[config.mk]
export PLATFORM = sky130hd
export DESIGN_NAME = rx_fifo_ctrl_flat
export DESIGN_NICKNAME = d
export VERILOG_FILES = /design/src/rtl/rx_fifo_ctrl_if.sv /design/src/rtl/rx_fifo_ctrl.sv /design/src/flat_wrapper.sv
export SDC_FILE = /design/constraint.sdc
export NUM_CORES = 1
export LEC_CHECK = 0
export ABC_AREA = 1
export CAP_MARGIN = 10
export CELL_PAD_IN_SITES_DETAIL_PLACEMENT = 0
export CELL_PAD_IN_SITES_GLOBAL_PLACEMENT = 1
export CORE_MARGIN = 8
export CORE_UTILIZATION = 34
export DETAILED_ROUTE_END_ITERATION = 8
export GPL_ROUTABILITY_DRIVEN = 0
export GPL_TIMING_DRIVEN = 0
export PLACE_DENSITY_LB_ADDON = 0.1
export SYNTH_ARGS = -nofsm -noshare
export SYNTH_HDL_FRONTEND = slang
export SYNTH_SLANG_ARGS = --single-unit
[constraint.sdc]
create_clock -name clk -period 2 [get_ports clk]
set_clock_uncertainty 0.2 [all_clocks]
set_input_delay 0.2 -clock clk [delete_from_list [all_inputs] [get_ports clk]]
set_output_delay 0.2 -clock clk [all_outputs]
set_load 0.005 [all_outputs]
[src/rtl/rx_fifo_ctrl_if.sv]
// rtl/rx_fifo_ctrl_if.sv - request and status-write signal bundle of the CAN receive FIFO controller
interface rx_fifo_ctrl_if #(
  parameter int PTR_W = 2
);
  logic             st_req;
  logic             rel_req;
  logic             clr_ovr;
  logic [PTR_W-1:0] b_ptr;
  logic             wrn;
  logic [1:0]       dsc_in;
  logic [PTR_W-1:0] a_ptr;
  logic [PTR_W:0]   msg_cnt;
  logic             rbs;
  logic             fifo_full;
  logic             data_ovr;
  logic             ovr_irq;

  modport master (
    output st_req, rel_req, clr_ovr,
    input  b_ptr, wrn, dsc_in, a_ptr, msg_cnt, rbs, fifo_full, data_ovr, ovr_irq
  );

  modport slave (
    input  st_req, rel_req, clr_ovr,
    output b_ptr, wrn, dsc_in, a_ptr, msg_cnt, rbs, fifo_full, data_ovr, ovr_irq
  );
endinterface

[src/rtl/rx_fifo_ctrl.sv]
// rtl/rx_fifo_ctrl.sv - 4-slot CAN receive FIFO pointer/status-write controller
// Optional overrun interrupt pulse: define RX_FIFO_OVR_IRQ_EN.
module rx_fifo_ctrl #(
  parameter int PTR_W = 2,
  parameter int DEPTH = 4
) (
  input  logic           clk,
  input  logic           rsn,
  rx_fifo_ctrl_if.slave  fif
);
  localparam logic [PTR_W:0] FULL_CNT = (PTR_W+1)'(DEPTH);

  typedef enum logic [1:0] {IDLE, ST_WR, CLR_WR} state_t;

  state_t           state, state_n;
  logic [PTR_W-1:0] wr_ptr, rd_ptr, st_slot, clr_slot, b_ptr;
  logic [PTR_W:0]   msg_cnt;
  logic [1:0]       dsc_in;
  logic             st_pend, clr_pend, ovr_pend, data_ovr, wrn;
  logic             full, empty, st_acc, rel_acc, st_rej;

  // A coincident release frees a slot, so a store into a full FIFO still succeeds.
  always_comb begin
    full    = (msg_cnt == FULL_CNT);
    empty   = (msg_cnt == '0);
    rel_acc = fif.rel_req && !empty;
    st_acc  = fif.st_req && (!full || rel_acc);
    st_rej  = fif.st_req && !st_acc;
  end

  always_ff @(posedge clk or negedge rsn) begin
    if (!rsn) state <= IDLE;
    else      state <= state_n;
  end

  always_comb begin
    state_n = state;
    case (state)
      IDLE:    if (st_pend) state_n = ST_WR;
               else if (clr_pend) state_n = CLR_WR;
      ST_WR:   state_n = clr_pend ? CLR_WR : IDLE;
      CLR_WR:  state_n = st_pend ? ST_WR : IDLE;
      default: state_n = IDLE;
    endcase
  end

  // Write-port outputs are loaded on the edge that enters the write state.
  always_ff @(posedge clk or negedge rsn) begin
    if (!rsn) begin
      wrn    <= 1'b1;
      b_ptr  <= '0;
      dsc_in <= 2'b00;
    end else begin
      wrn <= !(state_n == ST_WR || state_n == CLR_WR);
      if (state_n == ST_WR) begin
        b_ptr  <= st_slot;
        dsc_in <= {ovr_pend, 1'b1};
      end else if (state_n == CLR_WR) begin
        b_ptr  <= clr_slot;
        dsc_in <= 2'b00;
      end
    end
  end

  always_ff @(posedge clk or negedge rsn) begin
    if (!rsn) begin
      wr_ptr   <= '0;
      rd_ptr   <= '0;
      st_slot  <= '0;
      clr_slot <= '0;
      msg_cnt  <= '0;
      st_pend  <= 1'b0;
      clr_pend <= 1'b0;
      ovr_pend <= 1'b0;
      data_ovr <= 1'b0;
    end else begin
      if (st_acc) begin
        st_slot <= wr_ptr;
        wr_ptr  <= wr_ptr + 1'b1;
      end
      if (rel_acc) begin
        clr_slot <= rd_ptr;
        rd_ptr   <= rd_ptr + 1'b1;
      end
      if (st_acc && !rel_acc)      msg_cnt <= msg_cnt + 1'b1;
      else if (rel_acc && !st_acc) msg_cnt <= msg_cnt - 1'b1;
      // A new request or overrun wins over the write that consumes the old one.
      st_pend  <= st_acc || (st_pend && state_n != ST_WR);
      clr_pend <= rel_acc || (clr_pend && state_n != CLR_WR);
      ovr_pend <= st_rej || (ovr_pend && state_n != ST_WR);
      data_ovr <= st_rej || (data_ovr && !fif.clr_ovr);
    end
  end

`ifdef RX_FIFO_OVR_IRQ_EN
  logic ovr_irq;

  always_ff @(posedge clk or negedge rsn) begin
    if (!rsn) ovr_irq <= 1'b0;
    else      ovr_irq <= st_rej;
  end

  assign fif.ovr_irq = ovr_irq;
`else
  assign fif.ovr_irq = 1'b0;
`endif

  assign fif.wrn       = wrn;
  assign fif.b_ptr     = b_ptr;
  assign fif.dsc_in    = dsc_in;
  assign fif.a_ptr     = rd_ptr;
  assign fif.msg_cnt   = msg_cnt;
  assign fif.rbs       = !empty;
  assign fif.fifo_full = full;
  assign fif.data_ovr  = data_ovr;
endmodule

[src/flat_wrapper.sv]
// flat-port wrapper written by rule: the top's interface ports become plain ports
module rx_fifo_ctrl_flat 
#(
  parameter int PTR_W = 2,
  parameter int DEPTH = 4
)
  (clk, rsn, fif_st_req, fif_rel_req, fif_clr_ovr, fif_b_ptr, fif_wrn, fif_dsc_in, fif_a_ptr, fif_msg_cnt, fif_rbs, fif_fifo_full, fif_data_ovr, fif_ovr_irq);
  rx_fifo_ctrl_if #(.PTR_W(PTR_W)) fif_i ();
  input  logic clk;
  input  logic rsn;
  input wire logic [$bits(fif_i.st_req)-1:0] fif_st_req;
  input wire logic [$bits(fif_i.rel_req)-1:0] fif_rel_req;
  input wire logic [$bits(fif_i.clr_ovr)-1:0] fif_clr_ovr;
  output wire logic [$bits(fif_i.b_ptr)-1:0] fif_b_ptr;
  output wire logic [$bits(fif_i.wrn)-1:0] fif_wrn;
  output wire logic [$bits(fif_i.dsc_in)-1:0] fif_dsc_in;
  output wire logic [$bits(fif_i.a_ptr)-1:0] fif_a_ptr;
  output wire logic [$bits(fif_i.msg_cnt)-1:0] fif_msg_cnt;
  output wire logic [$bits(fif_i.rbs)-1:0] fif_rbs;
  output wire logic [$bits(fif_i.fifo_full)-1:0] fif_fifo_full;
  output wire logic [$bits(fif_i.data_ovr)-1:0] fif_data_ovr;
  output wire logic [$bits(fif_i.ovr_irq)-1:0] fif_ovr_irq;
  assign fif_i.st_req = fif_st_req;
  assign fif_i.rel_req = fif_rel_req;
  assign fif_i.clr_ovr = fif_clr_ovr;
  assign fif_b_ptr = fif_i.b_ptr;
  assign fif_wrn = fif_i.wrn;
  assign fif_dsc_in = fif_i.dsc_in;
  assign fif_a_ptr = fif_i.a_ptr;
  assign fif_msg_cnt = fif_i.msg_cnt;
  assign fif_rbs = fif_i.rbs;
  assign fif_fifo_full = fif_i.fifo_full;
  assign fif_data_ovr = fif_i.data_ovr;
  assign fif_ovr_irq = fif_i.ovr_irq;
  rx_fifo_ctrl #(.PTR_W(PTR_W), .DEPTH(DEPTH)) u_core (.clk(clk), .rsn(rsn), .fif(fif_i));
endmodule
==> results of run 1 <==
==> placed cells by master, fill, tap and decap left out, drive strengths merged, types with 2 or more instances in the layout <==
master,netlist,final
ha,3,3
nor2,5,5
clkbuf,0,4
a21oi,4,4
clkdlybuf4s50,0,16
nand3,8,8
o22ai,2,2
buf,1,7
o21ai,5,5
nand2,37,37
inv,19,19
dfrtp,21,21
==> logic make-up (layout without fill, tap and decap cells) <==
logic type / Yosys count / after routing
flip-flops: 22 / 22
AND/OR/NAND/NOR: 52 / 52
AO/OA/AOI/OAI: 11 / 11
other: 1 / 1
XOR/XNOR: 1 / 1
adder cells (fa/ha/maj): 4 / 4
buffers and inverters: 20 / 47
==> through the flow <==
| step | worst slack [ps] | hold WS (ps) | utilization, % | TNS (ps) | total power, µW |
|---|---|---|---|---|---|
| final | 75.17 | 153.8 | 47.19 | 0 | 2101 |
| after global placement | -356.7 | 220.5 | 43.63 | -617.9 | 1773 |
| after CTS | 19.16 | 145.2 | 46.06 | 0 | 2095 |
| after global routing | -9.469 | 151.0 | 47.19 | -9.469 | 2308 |
| after detailed placement | -371.5 | 221.6 | 43.63 | -645.5 | 1790 |
| after floorplan | 51.89 | -295.6 | - | 0 | 1383 |
==> flip-flops by register name, summed over array words and instances (netlist names) <==
signal,count
u_core.fif.a_ptr,2
u_core.st_pend,1
u_core.clr_slot,2
u_core.clr_pend,1
u_core.fif.b_ptr,2
u_core.fif.wrn,1
u_core.fif.dsc_in,2
u_core.ovr_pend,1
u_core.state,2
u_core.fif.msg_cnt,3
u_core.st_slot,2
u_core.fif.data_ovr,1
u_core.wr_ptr,2
==> worst min-delay path, delay by kind of cell <==
family / cells / cell delay [ps]
buffers and inverters: 1 / 290
AND/OR/NAND/NOR: 2 / 150
==> power by group through the flow <==
stage,clock (µW),combinational [µW],sequential [µW]
floorplan,0,571,812
global placement,0,951,823
detailed placement,0,962,827
CTS,259,1030,803
global route,283,1200,828
finish,244,1050,803
==> worst max-delay path by stage <==
stage / cells past startpoint / endpoint
global route: 10 / u_core.fif.msg_cnt[2]$_DFFE_PN0P_
global placement: 12 / u_core.fif.msg_cnt[2]$_DFFE_PN0P_
floorplan: 10 / u_core.fif.msg_cnt[2]$_DFFE_PN0P_
CTS: 10 / u_core.fif.msg_cnt[2]$_DFFE_PN0P_
detailed placement: 12 / u_core.fif.msg_cnt[2]$_DFFE_PN0P_
finish: 9 / u_core.fif.msg_cnt[1]$_DFFE_PN0P_
==> layout make-up <==
type                            count  area share [%]
Buffer                              1          0.5720
Clock buffer                        4           2.765
Inverter                           19           5.434
Multi-Input combinational cell     69           29.65
Sequential cell                    22           42.33
Tap cell                           31           2.955
Timing Repair Buffer               23           16.30
==> timing repair <==
action                     4_1_cts  5_1_grt
setup endpoints to repair        2        3
setup buffers                    4        2
pin swaps                        1        2
resized for setup                3        6
==> metal layers <==
layer  GRT usage [%]  up-vias  routed length (µm)
met5               0        -                   0
met4           1.339        0                  14
met3           4.379        2                 100
met2           14.08        8                 940
met1           8.500      346                 859
li1                -      395                   -
==> metrics.csv, run 1 <==
stage;metric;value;unit
cells_and_area;instances_no_fill;169;
synth;postSynthAreaPerCell;9.051;µm²
clock_network;cts.sinks;22;
synth;synth-main-ff-cell;dfrtp_1;
setup_path;cp_common_cell;nand2_1;
cells_and_area;regArea;555.5;µm²
route;vias;751;
synth;yosys-top-cells-count;34 x nand2_1, 21 x dfrtp_1, 18 x inv_1, 7 x nand3_1;
clock_network;cts_tree;yes;
route;drc;0;
floorplanning;die_area;4951;µm²
floorplanning;die-width;70.36;µm
setup_path;cp_max_fo;4;
synth;synth_async_sr_flop_share;100.0;%
cells_and_area;final_area;1313;µm²
setup_path;reg2reg_to;u_core.fif.msg_cnt[1]$_DFFE_PN0P_;
cells_and_area;fin_nets;148;
route;wl;1.914;mm
setup_path;cp.required;2010;ps
power;switching_share;38.13;%
placement;dp_cells;159;
timing;max_freq;0.5195;GHz
grt;grt_usage;8.110;%
setup_path;cp-end-kind;flop;
setup_path;start_kind;flop;
timing;slew_headroom;34.22;%
setup_path;rr_worst_depth;9;
power;power_density;1601;nW/µm²
cells_and_area;multi_input_area;389.1;µm²
power;power.share.sequential;38.2;%
synth;synth_most_common_cell;nand2_1;
placement;place_hpwl;1.395;mm
power;static-leakage-power;0.0006661;µW
synth;ys_warn_count;0;
clock_network;clockBufferDepth;2;
grt;grt_start_max_net_pins;23;
clock_network;path_clk_slew;120;ps
power;p_switching;801.0;µW
route;drt_iter0_drc;20;
clock_network;cts_buffers;3;
clock_network;htree_levels;1;
timing;tightest_slew;983.7;ps
floorplanning;die_y;70.36;µm
grt;globalRouteOverflowTotal;0;
synth;synth.largest_area_cell;dfrtp_1;
setup_path;cp.buffers_inverters;2;
synth;synth_edf_count;0;
setup_path;critPathTopFamily;adder cells;
cells_and_area;fill_cells;267;
synth;synth_nets;120;
timing;drv_slew;0;
synth;synth_compound_area_share;5.729;%
synth;synth_top_family_by_area;simple AND/OR/NAND/NOR gates;
placement;placed_area;1214;µm²
grt;antenna_found_initial;0;
placement;portBuffers;17;
timing;setup_violations;0;
synth;syn_area;1005;µm²
synth;synth_simple_gate_area_share;24.53;%
grt;grt_pass1_vias;768;
power;p_int;1300;µW
floorplanning;io_pins;19;
power;irDropWorstVdd;0.8888;mV
route;wl_per_cell;11.33;µm
worst_hold_path;whs_path_depth;3;
cells_and_area;areaGrowthSynthToFinish;30.64;%
route;drtAntennaViolNets;0;
synth;netlist_top_cells_area;dfrtp_1 52%, nand2_1 13%, inv_1 6.7%;
setup_path;worstSetupPathType;reg -> reg;
clock_network;worstSkewPairLatency;300;ps
route;drt_first_pass_iters;4;
clock_network;cts-hold-fix-buffers;0;
grt;grt_pass1_wl;3.332;mm
synth;yosys.area.top_type_share;52.30;%
outcome;status;finished clean;
cells_and_area;final_layout_size_suffix_gt1_share;18.12;%
route;vias_per_cell;4.444;
setup_path;ff2ff_setup_slack;80;ps
floorplanning;core_region_area;2781;µm²
synth;synth-seq-area-share;54.92;%
timing;hold_viol;0;
timing;period_share;96.24;%
worst_hold_path;holdPathEnd;u_core.fif.a_ptr[1]$_DFFE_PN0P_;
synth;ys_ff_latch;22;
power;combinationalPowerShare;50.1;%
timing;layout_min_cycle_time;1925;ps
synth;synth_mux_area_share;0;%
setup_path;path_cells;nor2_4 -> nand3_4 -> nand2_4 -> inv_1 -> ha_2 -> inv_2 -> fa_2 -> nand2_1 -> nand2_1;
timing;rsz0062_at_grt;yes;
synth;netlist_instances;111;
flow_run;cap_violations;0;
synth;synth_xor_xnor_area_share;0.8717;%
setup_path;arrival;1930;ps
cells_and_area;antenna_cells;0;
worst_hold_path;worstHoldStart;fif_rel_req;
setup_path;rr_startpoint;u_core.fif.msg_cnt[0]$_DFFE_PN0P_;
power;clkPwrFrac;11.6;%
setup_path;cpMaxStageDelayCell;dfrtp_2;
setup_path;cp-startpoint;u_core.fif.msg_cnt[0]$_DFFE_PN0P_;
synth;synth_cell_type_count;22;
floorplanning;initial_utilization;36.12;%
clock_network;ctsRootBufferMaster;clkbuf_4;
worst_hold_path;hp-class;in -> reg;
setup_path;cp_slowest_stage_delay;460;ps
floorplanning;rows;19;
synth;synth_fa_ha_area_share;5.729;%
Note: power is estimated with default switching activity, not from simulation.
==> inputs of run 2 (changes only) <==
Settings changed: CTS_CLUSTER_DIAMETER set to 80.
Clock period 2 ns to 1.6 ns, I/O delays scaled along.
==> run 2 against run 1 <==
Against the previous run:
- the flow now finishes with violations (setup timing)
- sequential power increased by 23%
- critical path depth unchanged
- maximum frequency is 2.7% higher
- total power is 52% higher
- global-route usage rose by 1.7 points
- final cell count up 11%
- clock power is 75% higher
- sequential share of layout area down 5.8 points
- flip-flop and latch count stayed put
- via count rose by 14%
- count of clock-buffer cells in the layout decreased by 1
- critical path type unchanged
==> metrics.csv, run 2 (synthesis gave the netlist of run 1 again) <==
stage;metric;value;unit;change
outcome;status;finished, violations left;;
outcome;failed_checks;setup timing;;
power;p_int;2023;µW;+56%
flow_run;cap_violations;0;;unchanged
floorplanning;die_y;70.36;µm;unchanged
cells_and_area;final_layout_size_suffix_gt1_share;36.54;%;+18 points
clock_network;worstSkewPairLatency;310;ps;about the same
route;wl;2.374;mm;+24%
route;wl_met3;91;µm;-9.0%
timing;hold_viol;0;;unchanged
clock_network;cts_tree;yes;;
setup_path;cp-startpoint;u_core.fif.msg_cnt[0]$_DFFE_PN0P_;;
setup_path;cp_slowest_stage_delay;450;ps;about the same
placement;place_hpwl;1.443;mm;+3.4%
power;combinationalPowerShare;55.6;%;+5.5 points
grt;grt_pass1_wl;3.926;mm;+18%
power;power.share.sequential;31.0;%;-7.2 points
power;clkPwrFrac;13.4;%;+1.8 points
timing;slew_headroom;33.82;%;-0.40 points
cells_and_area;antenna_cells;0;;unchanged
setup_path;rr_startpoint;u_core.fif.msg_cnt[0]$_DFFE_PN0P_;;
clock_network;ctsRootBufferMaster;clkbuf_4;;
clock_network;path_clk_slew;130;ps;about the same
route;drc;0;;unchanged
setup_path;cp.required;1610;ps;-400 ps
route;wl_per_cell;12.70;µm;+12%
clock_network;htree_levels;1;;unchanged
setup_path;critPathTopFamily;adder cells;;
power;switching_share;36.65;%;-1.5 points
setup_path;cp.buffers_inverters;2;;unchanged
cells_and_area;fill_cells;259;;-3.0%
route;top_layer;met4;;
clock_network;cts-hold-fix-buffers;0;;unchanged
cells_and_area;areaGrowthSynthToFinish;51.18;%;
route;drt_first_pass_iters;4;;unchanged
power;power_density;2103;nW/µm²;+31%
setup_path;path_cells;nor2_4 -> nand3_4 -> nand2_4 -> inv_2 -> ha_4 -> inv_4 -> fa_2 -> nand2_1 -> nand2_1;;
timing;drv_slew;0;;unchanged
worst_hold_path;worstHoldStart;fif_rel_req;;
timing;tightest_slew;989.7;ps;+6.007 ps
setup_path;cpMaxStageDelayCell;dfrtp_2;;
setup_path;start_kind;flop;;
timing;rsz0062_at_grt;yes;;
floorplanning;rows;19;;unchanged
placement;dp_cells;159;;unchanged
route;wirelength_met1;979;µm;+14%
power;static-leakage-power;0.0007817;µW;+17%
clock_network;cts.sinks;22;;unchanged
cells_and_area;largest_register_ffs;3;;unchanged
setup_path;cp_max_fo;2;;-2
route;drtAntennaViolNets;0;;unchanged
route;drt_iter0_drc;44;;+120%
cells_and_area;final_common_cell;nand2_1;;
floorplanning;die_area;4951;µm²;unchanged
cells_and_area;final_util;54.61;%;+7.4 points
clock_network;clockBufferDepth;2;;unchanged
power;p_switching;1171;µW;+46%
setup_path;reg2reg_to;u_core.fif.msg_cnt[1]$_DFFE_PN0P_;;
timing;max_freq;0.5333;GHz;+2.7%
setup_path;rr_worst_depth;9;;unchanged
setup_path;crit_end;u_core.fif.msg_cnt[1]$_DFFE_PN0P_;;
grt;globalRouteOverflowTotal;0;;unchanged
grt;grt_start_max_net_pins;23;;unchanged
cells_and_area;final_cell_mix;31 x nand2_1, 21 x buf_4, 18 x dfrtp_1, 12 x inv_1, 9 x clkdlybuf4s50_1;;
route;vias;855;;+14%
worst_hold_path;hp-class;in -> reg;;
grt;grt_usage;9.767;%;+1.7 points
cells_and_area;instances_no_fill;187;;+11%
timing;layout_min_cycle_time;1875;ps;-49.74 ps
worst_hold_path;whs_path_depth;3;;unchanged
route;wl_met2;1.287;mm;+37%
placement;portBuffers;17;;unchanged
setup_path;ff2ff_setup_slack;-280;ps;-350 ps
timing;period_share;117.2;%;+21 points
floorplanning;initial_utilization;36.12;%;unchanged
floorplanning;core_region_area;2781;µm²;unchanged
setup_path;worstSetupPathType;reg -> reg;;
clock_network;cts_buffers;3;;unchanged
cells_and_area;regMostFlops;u_core.fif.msg_cnt;;
setup_path;cp_common_cell;nand2_1;;
setup_path;arrival;1890;ps;-40 ps
route;vias_per_cell;4.572;;+2.9%
placement;pre_cts_slack;-693.6;ps;-322.1 ps
timing;fin_ws;-275.1;ps;-350.3 ps
setup_path;crit_cells;9;;unchanged
setup_path;cp-end-kind;flop;;
timing;setup_violations;6;;+6
cells_and_area;fin_nets;166;;+12%
floorplanning;die-width;70.36;µm;unchanged
floorplanning;io_pins;19;;unchanged
power;irDropWorstVdd;1.268;mV;+43%
grt;grt_pass1_vias;880;;+15%
grt;antenna_found_initial;0;;unchanged
run 2: repair_timing:
item                                    CTS  global route
pin swaps                                 9             9
hold endpoints to repair                  0             0
resized for setup                        27            12
endpoints found under the setup margin   15            14
buffers inserted                         15             9
run 2: worst min-delay path by stage:
stage | endpoint | slack, ps
2_1_floorplan | u_core.clr_pend$_DFF_PN0_ | -340
3_3_place_gp | u_core.state[0]$_DFF_PN0_ | 220
3_5_place_dp | u_core.state[0]$_DFF_PN0_ | 230
4_1_cts | u_core.fif.a_ptr[1]$_DFFE_PN0P_ | 140
5_1_grt | u_core.fif.a_ptr[1]$_DFFE_PN0P_ | 160
6_report | u_core.fif.a_ptr[1]$_DFFE_PN0P_ | 170
run 2: area by class of cell:
class | instances | area (µm²) | area share (%)
flip-flops and latches | 22 | 555.5 | 36.57
multi-input cells | 69 | 435.4 | 28.67
repair buffers | 41 | 355.3 | 23.39
inverters | 19 | 73.82 | 4.860
well taps | 31 | 38.79 | 2.554
clock inverters | 1 | 30.03 | 1.977
clock buffers | 3 | 22.52 | 1.483
plain buffers | 1 | 7.507 | 0.4942
run 2: metrics by stage:
step                      power [µW]  TNS, ps  hold slack [ps]  instance area [µm²]
after floorplan                 1769   -632.8           -335.6                 1025
after global placement          2260    -2250            222.8                 1234
after detailed placement        2281    -2854            227.6                 1234
after CTS                       2990   -555.2            143.6                 1420
after global routing            3474    -1206            160.6                 1519
final                           3194   -692.7            172.2                 1519
run 2: worst min-delay path, cell delays in order:
cell and delay, ps:
dlygate4sd2_1 330, nand3_1 120, nand2_1 50
run 2: layer usage:
| layer | vias up | track usage, % |
|---|---|---|
| met5 | - | 0 |
| met1 | 409 | 10.25 |
| met2 | 12 | 17.20 |
| met3 | 2 | 3.814 |
| met4 | 0 | 3.348 |
| li1 | 432 | - |
run 2: power by group through the flow:
stage               logic [µW]  clock network, µW  registers [µW]
floorplan                  750                  0            1020
global placement          1230                  0            1030
detailed placement        1240                  0            1040
CTS                       1560                441             993
global route              1990                470            1020
finish                    1780                427             990
==> inputs of run 3 (changes only) <==
Settings changed: CORE_MARGIN 8 to 4.
==> run 3 against run 2 <==
Against the previous run:
- the flow still finishes with violations (setup timing)
- highest routed layer unchanged
- non-clock buffer count decreased by 8
- wire length decreased by 11%
- setup slack got worse by 5.5 ps
- combinational power decreased by 8%
- via count decreased by 4.8%
- largest power group unchanged
- sequential share of layout area increased by 2.0 points
- core utilization decreased by 3.0 points
==> metrics.csv, run 3 (synthesis gave the netlist of run 1 again) <==
stage;metric;value;unit;change
outcome;status;finished, violations left;;
outcome;failed_checks;setup timing;;
setup_path;ff2ff_setup_slack;-280;ps;about the same
worst_hold_path;worstHoldStart;fif_rel_req;;
route;drt_first_pass_iters;4;;unchanged
clock_network;cts_tree;yes;;
clock_network;htree_levels;1;;unchanged
placement;place_hpwl;1.327;mm;-8.1%
timing;worst_hold_slack;167.6;ps;-4.575 ps
setup_path;cp-end-kind;flop;;
setup_path;cp.buffers_inverters;2;;unchanged
grt;grt_pass1_vias;828;;-5.9%
route;drc;0;;unchanged
worst_hold_path;hp-class;in -> reg;;
clock_network;cts-hold-fix-buffers;0;;unchanged
setup_path;arrival;1890;ps;about the same
route;vias;814;;-4.8%
floorplanning;die-width;62.36;µm;-11%
grt;grt_start_max_net_pins;23;;unchanged
cells_and_area;final_layout_size_suffix_gt1_share;32.43;%;-4.1 points
floorplanning;die_area;3889;µm²;-21%
clock_network;worstSkewPairLatency;300;ps;about the same
setup_path;reg2reg_to;u_core.fif.msg_cnt[1]$_DFFE_PN0P_;;
cells_and_area;final_cell_mix;31 x nand2_1, 19 x dfrtp_1, 17 x buf_4, 13 x inv_1, 9 x clkdlybuf4s50_1;;
cells_and_area;regMostFlops;u_core.fif.msg_cnt;;
clock_network;cts.sinks;22;;unchanged
cells_and_area;final_common_cell;nand2_1;;
cells_and_area;areaGrowthSynthToFinish;42.84;%;
setup_path;rr_startpoint;u_core.fif.msg_cnt[1]$_DFFE_PN0P_;;
timing;max_freq;0.5317;GHz;-0.29%
timing;period_share;117.5;%;+0.35 points
cells_and_area;fin_nets;158;;-4.8%
grt;globalRouteOverflowTotal;0;;unchanged
worst_hold_path;whs_path_depth;3;;unchanged
placement;pre_cts_slack;-663.2;ps;+30.46 ps
grt;grt_usage;11.27;%;+1.5 points
floorplanning;io_pins;19;;unchanged
timing;layout_min_cycle_time;1881;ps;+5.536 ps
power;static-leakage-power;0.0007353;µW;-5.9%
route;drt_iter0_drc;30;;-32%
flow_run;cap_violations;0;;unchanged
setup_path;start_kind;flop;;
cells_and_area;largest_register_ffs;3;;unchanged
route;vias_per_cell;4.547;;-0.54%
setup_path;rr_worst_depth;9;;unchanged
route;wl;2.111;mm;-11%
timing;tightest_slew;1000;ps;+10.55 ps
setup_path;path_cells;nor2_4 -> nand3_4 -> nand2_4 -> inv_2 -> ha_4 -> inv_2 -> fa_2 -> nand2_1 -> nand2_1;;
timing;drv_slew;0;;unchanged
clock_network;path_clk_slew;130;ps;about the same
grt;antenna_found_initial;0;;unchanged
floorplanning;rows;19;;unchanged
timing;setup_violations;3;;-3
floorplanning;initial_utilization;36.12;%;unchanged
power;irDropWorstVdd;1.326;mV;+4.6%
floorplanning;core_region_area;2781;µm²;unchanged
setup_path;worstSetupPathType;reg -> reg;;
setup_path;cpMaxStageDelayCell;dfrtp_2;;
timing;rsz0062_at_grt;yes;;
power;power_density;2134;nW/µm²;+1.5%
route;wl_per_cell;11.79;µm;-7.1%
timing;fin_ws;-280.6;ps;-5.536 ps
clock_network;clockBufferDepth;2;;unchanged
worst_hold_path;holdPathEnd;u_core.fif.a_ptr[1]$_DFFE_PN0P_;;
setup_path;cp.required;1610;ps;about the same
route;drtAntennaViolNets;0;;unchanged
setup_path;cp_slowest_stage_delay;450;ps;about the same
timing;slew_headroom;33.11;%;-0.71 points
grt;grt_pass1_wl;3.629;mm;-7.6%
setup_path;critPathTopFamily;adder cells;;
clock_network;cts_buffers;3;;unchanged
setup_path;cp_max_fo;2;;unchanged
placement;portBuffers;17;;unchanged
clock_network;ctsRootBufferMaster;clkbuf_4;;
timing;hold_viol;0;;unchanged
floorplanning;die_y;62.36;µm;-11%
cells_and_area;antenna_cells;0;;unchanged
run 3: final cells by class:
class                           count  area [µm²]
Buffer                              1       7.507
Inverter                           19       73.82
Fill cell                         269        1346
Clock buffer                        3       22.52
Multi-Input combinational cell     69       435.4
Tap cell                           31       38.79
Clock inverter                      1       30.03
Timing Repair Buffer               33       272.8
Sequential cell                    22       554.3
run 3: through the flow:
stage                     cells  cell area [µm²]  power (µW)  setup TNS [ps]  utilization [%]
after floorplan             111             1025        1769          -632.8                -
after global placement      159             1234        2251           -2244            44.35
after detailed placement    159             1234        2263           -2653            44.35
after CTS                   175             1395        2901          -547.1            50.16
after global routing        179             1435        3339          -866.4            51.60
final                       179             1435        3062          -569.5            51.60
run 3: worst max-delay path by stage:
stage                                 startpoint                                 to  slack [ps]  cells past startpoint
2_1_floorplan  u_core.fif.msg_cnt[0]$_DFFE_PN0P_  u_core.fif.msg_cnt[2]$_DFFE_PN0P_        -320                     10
3_3_place_gp                         fif_rel_req  u_core.fif.msg_cnt[2]$_DFFE_PN0P_        -660                     12
3_5_place_dp                         fif_rel_req  u_core.fif.msg_cnt[2]$_DFFE_PN0P_        -660                     12
4_1_cts        u_core.fif.msg_cnt[1]$_DFFE_PN0P_  u_core.fif.msg_cnt[1]$_DFFE_PN0P_        -280                      9
5_1_grt        u_core.fif.msg_cnt[1]$_DFFE_PN0P_  u_core.fif.msg_cnt[2]$_DFFE_PN0P_        -370                     10
6_report       u_core.fif.msg_cnt[1]$_DFFE_PN0P_  u_core.fif.msg_cnt[1]$_DFFE_PN0P_        -280                      9
run 3: metal layers:
layer  routed length, µm  GRT usage, %
met4                  17         3.979
met3                  71         3.063
met5                   0             0
met2                1043         18.78
met1                 979         13.90
run 3: timing repair:
| item | CTS | global route |
|---|---|---|
| resized for setup | 19 | 12 |
| pin swaps | 9 | 3 |
| buffers inserted | 12 | 4 |
| endpoints found under the setup margin | 13 | 11 |
run 3: where the power goes:
group          internal (µW)  switching (µW)  leakage, µW
Combinational            836             806     0.000441
Clock                    253             171    0.0000279
Sequential               830             166     0.000266
run 3: worst min-delay path: cells and delay by family:
kind | cells | cell delay [ps]
buf+inv | 1 | 320
simple gates | 2 | 170
